File: config.mk
export PLATFORM = sky130hd
export DESIGN_NAME = alu_issue_wb
export DESIGN_NICKNAME = d
export VERILOG_FILES = /design/src/rtl/alu_issue_wb.sv
export SDC_FILE = /design/constraint.sdc
export NUM_CORES = 1
export LEC_CHECK = 0
export BUFFER_PORTS_ARGS = -buffer_cell sky130_fd_sc_hd__buf_2
export CAP_MARGIN = 5
export CORE_UTILIZATION = 40
export DETAILED_ROUTE_END_ITERATION = 16
export SLEW_MARGIN = 15
export SYNTH_ARGS = -nofsm -noshare
export SYNTH_HDL_FRONTEND = slang
export SYNTH_SLANG_ARGS = --single-unit
export TNS_END_PERCENT = 100
File: constraint.sdc
create_clock -name clk -period 2.4 [get_ports clk]
set_input_delay 0.36 -clock clk [delete_from_list [all_inputs] [get_ports clk]]
set_output_delay 0.36 -clock clk [all_outputs]
set_load 0.05 [all_outputs]
File: src/rtl/alu_issue_wb.sv
// Issue/writeback stage around an external combinational ALU: holds the register file,
// accepts one instruction at a time, registers ALU operands and returns the captured result.
module alu_issue_wb #(
  parameter int DATA_W = 16,
  parameter int NREGS  = 8,
  parameter int REG_AW = 3
) (
  input  logic              clk,
  input  logic              rst_n,
  input  logic              in_valid,
  output logic              in_ready,
  input  logic [1:0]        in_op,
  input  logic [REG_AW-1:0] in_rd,
  input  logic [REG_AW-1:0] in_rs1,
  input  logic [REG_AW-1:0] in_rs2,
  input  logic              in_imm_en,
  input  logic [DATA_W-1:0] in_imm,
  output logic [DATA_W-1:0] alu_a,
  output logic [DATA_W-1:0] alu_b,
  output logic [1:0]        alu_sel,
  input  logic [DATA_W-1:0] alu_out,
  output logic              res_valid,
  input  logic              res_ready,
  output logic [DATA_W-1:0] res_data,
  output logic [REG_AW-1:0] res_rd,
  input  logic [REG_AW-1:0] dbg_addr,
  output logic [DATA_W-1:0] dbg_data
);

  // Handshakes: a transfer happens on a rising edge where valid and ready are both 1.
  // The producer holds its payload stable while valid=1 and ready=0.
  typedef enum logic [1:0] {IDLE, EXEC, RESP} state_t;

  state_t            state;
  logic [DATA_W-1:0] regs [NREGS];
  logic [DATA_W-1:0] rs1_val;
  logic [DATA_W-1:0] rs2_val;

  // r0 is never written, but reads are forced to zero so that invariant is explicit
  assign rs1_val  = (in_rs1 == '0) ? '0 : regs[in_rs1];
  assign rs2_val  = (in_rs2 == '0) ? '0 : regs[in_rs2];
  assign dbg_data = (dbg_addr == '0) ? '0 : regs[dbg_addr];

  assign in_ready  = rst_n && (state == IDLE);
  assign res_valid = (state == RESP);

  always_ff @(posedge clk or negedge rst_n) begin
    if (!rst_n) begin
      state    <= IDLE;
      alu_a    <= '0;
      alu_b    <= '0;
      alu_sel  <= '0;
      res_data <= '0;
      res_rd   <= '0;
      for (int i = 0; i < NREGS; i++) regs[i] <= '0;
    end else begin
      case (state)
        IDLE: begin
          if (in_valid) begin
            alu_a   <= rs1_val;
            alu_b   <= in_imm_en ? in_imm : rs2_val;
            alu_sel <= in_op;
            res_rd  <= in_rd;
            state   <= EXEC;
          end
        end
        EXEC: begin
          // Writeback lands here so the next accepted instruction already sees it
          res_data <= alu_out;
          if (res_rd != '0) regs[res_rd] <= alu_out;
          state <= RESP;
        end
        RESP: begin
          if (res_ready) state <= IDLE;
        end
        default: state <= IDLE;
      endcase
    end
  end

endmodule

After elaboration in Yosys (flattened, before gate mapping). Cells that the tools add are included.

Bits in registers: 183. Input port bits: 51. Output and inout bits: 71. Word-level logic and storage cells: 56.

Order comparisons: 5. Equal/unequal tests: 4. Mux-type cells: 19. Bitwise gates (word level): 4. Reduce and logical (&&, ||, !) cells: 10.

Operators with widths (count): $mux W16 (11); $bmux W16 S3 (3); $bwmux W128 (1); $demux W16 S3 (1); $ge A4 B4 Y1 const B (4); $not A3 Y4 (4); $logic_not A3 Y1 (3); $pmux W2 S3 (1); $reduce_and A2 Y1 (3); $lt A4 B1 Y1 const B (1); $mux W2 (2); $reduce_bool A3 Y1 (1); $eq A2 B1 Y1 const B (1); $eq A2 B2 Y1 const B (1); $logic_and A1 B1 Y1 (2); $logic_not A2 Y1 (1); $ne A2 B1 Y1 const B (1); $ne A2 B2 Y1 const B (1).

Logic depth before layout (Yosys ltp).
Depth after elaboration: 6. Depth in mapped cells: 7. Gate-level depth less buffers: 4.

Worst setup path after synthesis. OpenSTA, ideal clock, no wires.

Path type: in2out. Start point: input dbg_addr[1]. End point: output dbg_data[15]. Data arrival time: 2.278 ns. Data required time: 2.040 ns. Path slack: -0.238 ns. Stages on the path: 6. Path buffers: 3. Cell sequence: clkbuf_1 -> nor2b_1 -> clkbuf_1 -> buf_2 -> a22oi_1 -> o21ai_0.

Cells in the longest elaborated chain, start to end: 5. Elaborated cells between the ends (all ways): 6. Those cells by class: mux: 4; bitwise: 1; reduce/logical: 1.

RTL lines: start: declaration (line 26) `input logic [REG_AW-1:0] dbg_addr,`; $not A3 Y4 (not written as such) (line 42) `assign dbg_data = (dbg_addr == '0) ? '0 : regs[dbg_addr];`; $bmux W16 S3 (line 42); $mux W16 (not written as such) (2 in a row) (line 42); $mux W16 * (line 42); end: declaration (line 27) `output logic [DATA_W-1:0] dbg_data`.

Every way passes the cells marked *; elsewhere a longest branch is shown, timed or not. The select of a mux whose other input is x is not followed.

Worst setup path in the final report.
Start point: register regs[101] in the netlist's numbering. End point: output dbg_data[5].

Cells in the longest elaborated chain, start to end: 4.

RTL lines: start: declaration (line 35) `logic [DATA_W-1:0] regs [NREGS];`; start signal: indexed assignment (line 70) `if (res_rd != '0) regs[res_rd] <= alu_out;`; $bmux W16 S3 (line 42); $mux W16 (not written as such) (2 in a row) (line 42); $mux W16 (line 42).

Every way passes these cells. The select of a mux whose other input is x is not followed.

==> results by group <==
CTS
  – Root buf cell: clkbuf_16
  – Post-CTS Setup Inserts: 0
  – Worst-skew pair later-pin latency: 0.43 ns
  – CTS clk-pin slew, worst paths: 0.07 ns
  – H-tree depth: 4
  – CTS Buf Count: 17
  – Hold_buf cts: 1
  – CTS tree: yes
  – Clk buf depth: 2
  – Clk sinks: 167
  – Post-cts sizing count: 0

Route
  – Remaining DRCs: 0
  – Drt total wl: 27.38 mm
  – First-pass DRT Iterations: 5
  – DR iter-0 viols: 521
  – Vias per cell: 5.899
  – Via count: 6778
  – Antenna Nets Post-Route: 0
  – WL/cell: 23.83 um

STA
  – Clock skew: 0.007690 ns
  – Crit share post-route: 90.92%
  – Slew Limit Fails: 0
  – Worst-Margin Slew: 0.8956 ns
  – Slew HR: 40.30%
  – RSZ-0062 raised after global routing: false
  – Tmin final: 2.182 ns
  – Final setup margin: 0.2180 ns
  – Fmax: 458.3 MHz
  – # setup viols final: 0
  – Hold Violations, Final: 0
  – Final TNS setup: 0 ns

GRT
  – Largest net degree at the start of global routing: 167
  – Initial antenna violation count: 0
  – Total global-route track usage: 23.94%
  – First-pass GRT wire length: 41.79 mm
  – Vias in the first global route: 6646
  – Congestion Overflow GR: 0

Setup path
  – Crit. End Element: output pin
  – Worst EP required: 2.04 ns
  – Arrival time worst endpoint: 1.82 ns
  – Crit path cell chain: mux2_2 -> a221oi_1 -> a21oi_1 -> buf_2
  – Slowest-stage cell, CP: dfrtp_1
  – CP max stage delay: 0.42 ns
  – Setup Crit Path Kind: register to output pin
  – Crit path launch type: register
  – Max Fanout on Critical Path: 4

Cells and area
  – Final core occ: 48.53%
  – Layout Nets: 903
  – Fin area: 0.01099 sq mm
  – Layout area overhead: 18.98%
  – Diodes inserted: 0
  – Share of post-route cells with drive strength above 1: 48.03%

Synth
  – Synthesis warning total: 0
  – Synthesized area: 0.009234 sq mm
  – Synth Net Count: 776
  – Post-synthesis register bit count: 167
  – Avg Inst Size Synth: 12.74 sq um
  – Library cells used by synthesis: 43
  – Seq/Total Area, Yosys: 45.26%
  – Gate count after technology mapping: 725

Run
  – Max-cap viol count: 0

Floorplan
  – Core Footprint: 0.02264 sq mm
  – Row count: 55
  – I/O pin count: 122
  – Initial Utilization: 40.78%
  – Die height: 153.9 um
  – Die area: 0.02370 sq mm
  – Chip Width: 153.9 um

Place
  – Port Buf Inserts: 121
  – Hpwl dp: 18.01 mm
  – Pre-CTS setup slack: 0.1427 ns
  – Placed Area: 0.01034 sq mm
  – GPL Wtd Cong: 0.7932

Power
  – Leak pwr: 4.975 nW
  – Pwr Total: 15.33 mW
  – Power per standard cell area: 1396 mW/mm^2
  – Peak supply drop: 0.6855 mV

Worst hold path
  – Hold Crit Class: primary input to register

Status
  – Status: finished, final reports clean
[sequential cells by signal, summed over array words and instances (netlist names)]
register	flops
alu_a	16
alu_sel	2
state	2
res_rd	3
regs	112
alu_b	16
res_data	16
[cell families after synthesis]
kind of cell    synth area share [%]
compound gates                 11.44
buf+inv                        4.498
mux                            33.85
flops                          45.26
simple gates                   4.959
[cell usage after synthesis, drive strengths merged]
master     n  area [sq um]
mux2     190          2252
dfrtp    167          4179
mux2i     49         490.5
buf       44         280.3
nand2     30         115.1
nor2      26         110.1
a21oi     24         120.1
o221ai    23         201.4
a221oi    22         192.7
clkbuf    18         67.56
inv       18         67.56
mux4      17         382.9
a22oi     16         120.1
a221o     14         140.1
nand3b    11         82.58
o21ai     10         50.05
o221a      8         90.09
o22a       8         70.07
o22ai      7         43.79
nand2b     5         31.28
nor2b      4         25.02
nand3      2         10.01
or3        2         12.51
a2bb2oi    1         8.760
and2       1         6.260
nor3       1         10.01
nor3b      1         7.510
nor4b      1         23.77
o2111ai    1         8.760
o211a      1         10.01
or2b       1         7.510
or3b       1         8.760
or4        1         7.510
[worst paths after layout]
path                       slack, ns                       end  cells after the start              startpoint
setup / recovery                0.22               dbg_data[5]                      4   regs[101]$_DFFE_PN0P_
max in group asynchronous       1.02      regs[73]$_DFFE_PN0P_                      3                   rst_n
setup reg to reg                0.36     alu_b[12]$_DFFE_PN0P_                      4    state[1]$_DFFE_PN0P_
hold reg to reg                 0.48    alu_sel[1]$_DFFE_PN0P_                      2  alu_sel[1]$_DFFE_PN0P_
min in group asynchronous       0.30  res_data[11]$_DFFE_PN0N_                      2                   rst_n
hold / removal                  0.11      state[1]$_DFFE_PN0P_                      2               res_ready
[layout make-up]
cell class / instances / area (sq um)
fillers: 2008 / 11650
multi-input cells: 478 / 4642
flip-flops and latches: 167 / 4179
repair buffers: 170 / 1107
clock buffers: 18 / 439.2
well taps: 285 / 356.6
clock inverters: 13 / 195.2
inverters: 18 / 67.56
[through the flow]
stage | std cells | hold WS, ns
2_1_floorplan | 725 | 0.06441
3_3_place_gp | 1117 | 0.1675
3_5_place_dp | 1117 | 0.1659
4_1_cts | 1149 | 0.09309
5_1_grt | 1149 | 0.1029
6_report | 1149 | 0.1080
[placed cells by master (no fill, tap or decap), drive strengths merged, types with 14 or more instances in the layout]
master	n
a21oi	24
a221o	14
a221oi	22
a22oi	16
buf	169
clkbuf	18
dfrtp	167
inv	22
mux2	190
mux2i	49
mux4	17
nand2	30
nor2	26
o221ai	23
[power by group]
part / leakage [nW] / internal (mW) / total (mW) / switching (mW)
sequential: 2.02 / 4.21 / 5.51 / 1.30
combinational: 2.65 / 2.94 / 6.82 / 3.88
clock: 0.305 / 1.78 / 3.00 / 1.21
total: 4.98 / 8.94 / 15.3 / 6.39
[per-layer routing]
| metal | part of all wire (%) | global-route usage (%) |
|---|---|---|
| met5 | 0 | 0 |
| met4 | 1.6 | 6.619 |
| met3 | 5.5 | 4.059 |
| met2 | 46 | 36.82 |
| met1 | 47 | 34.64 |
[critical path, delay by kind of cell (launching register included)]
family / cells / cell delay (ns)
flip-flops: 1 / 0.42
buffers and inverters: 1 / 0.24
AO/OA/AOI/OAI: 2 / 0.45
multiplexers: 1 / 0.28
No activity file was read; power rests on OpenSTA's default activity.
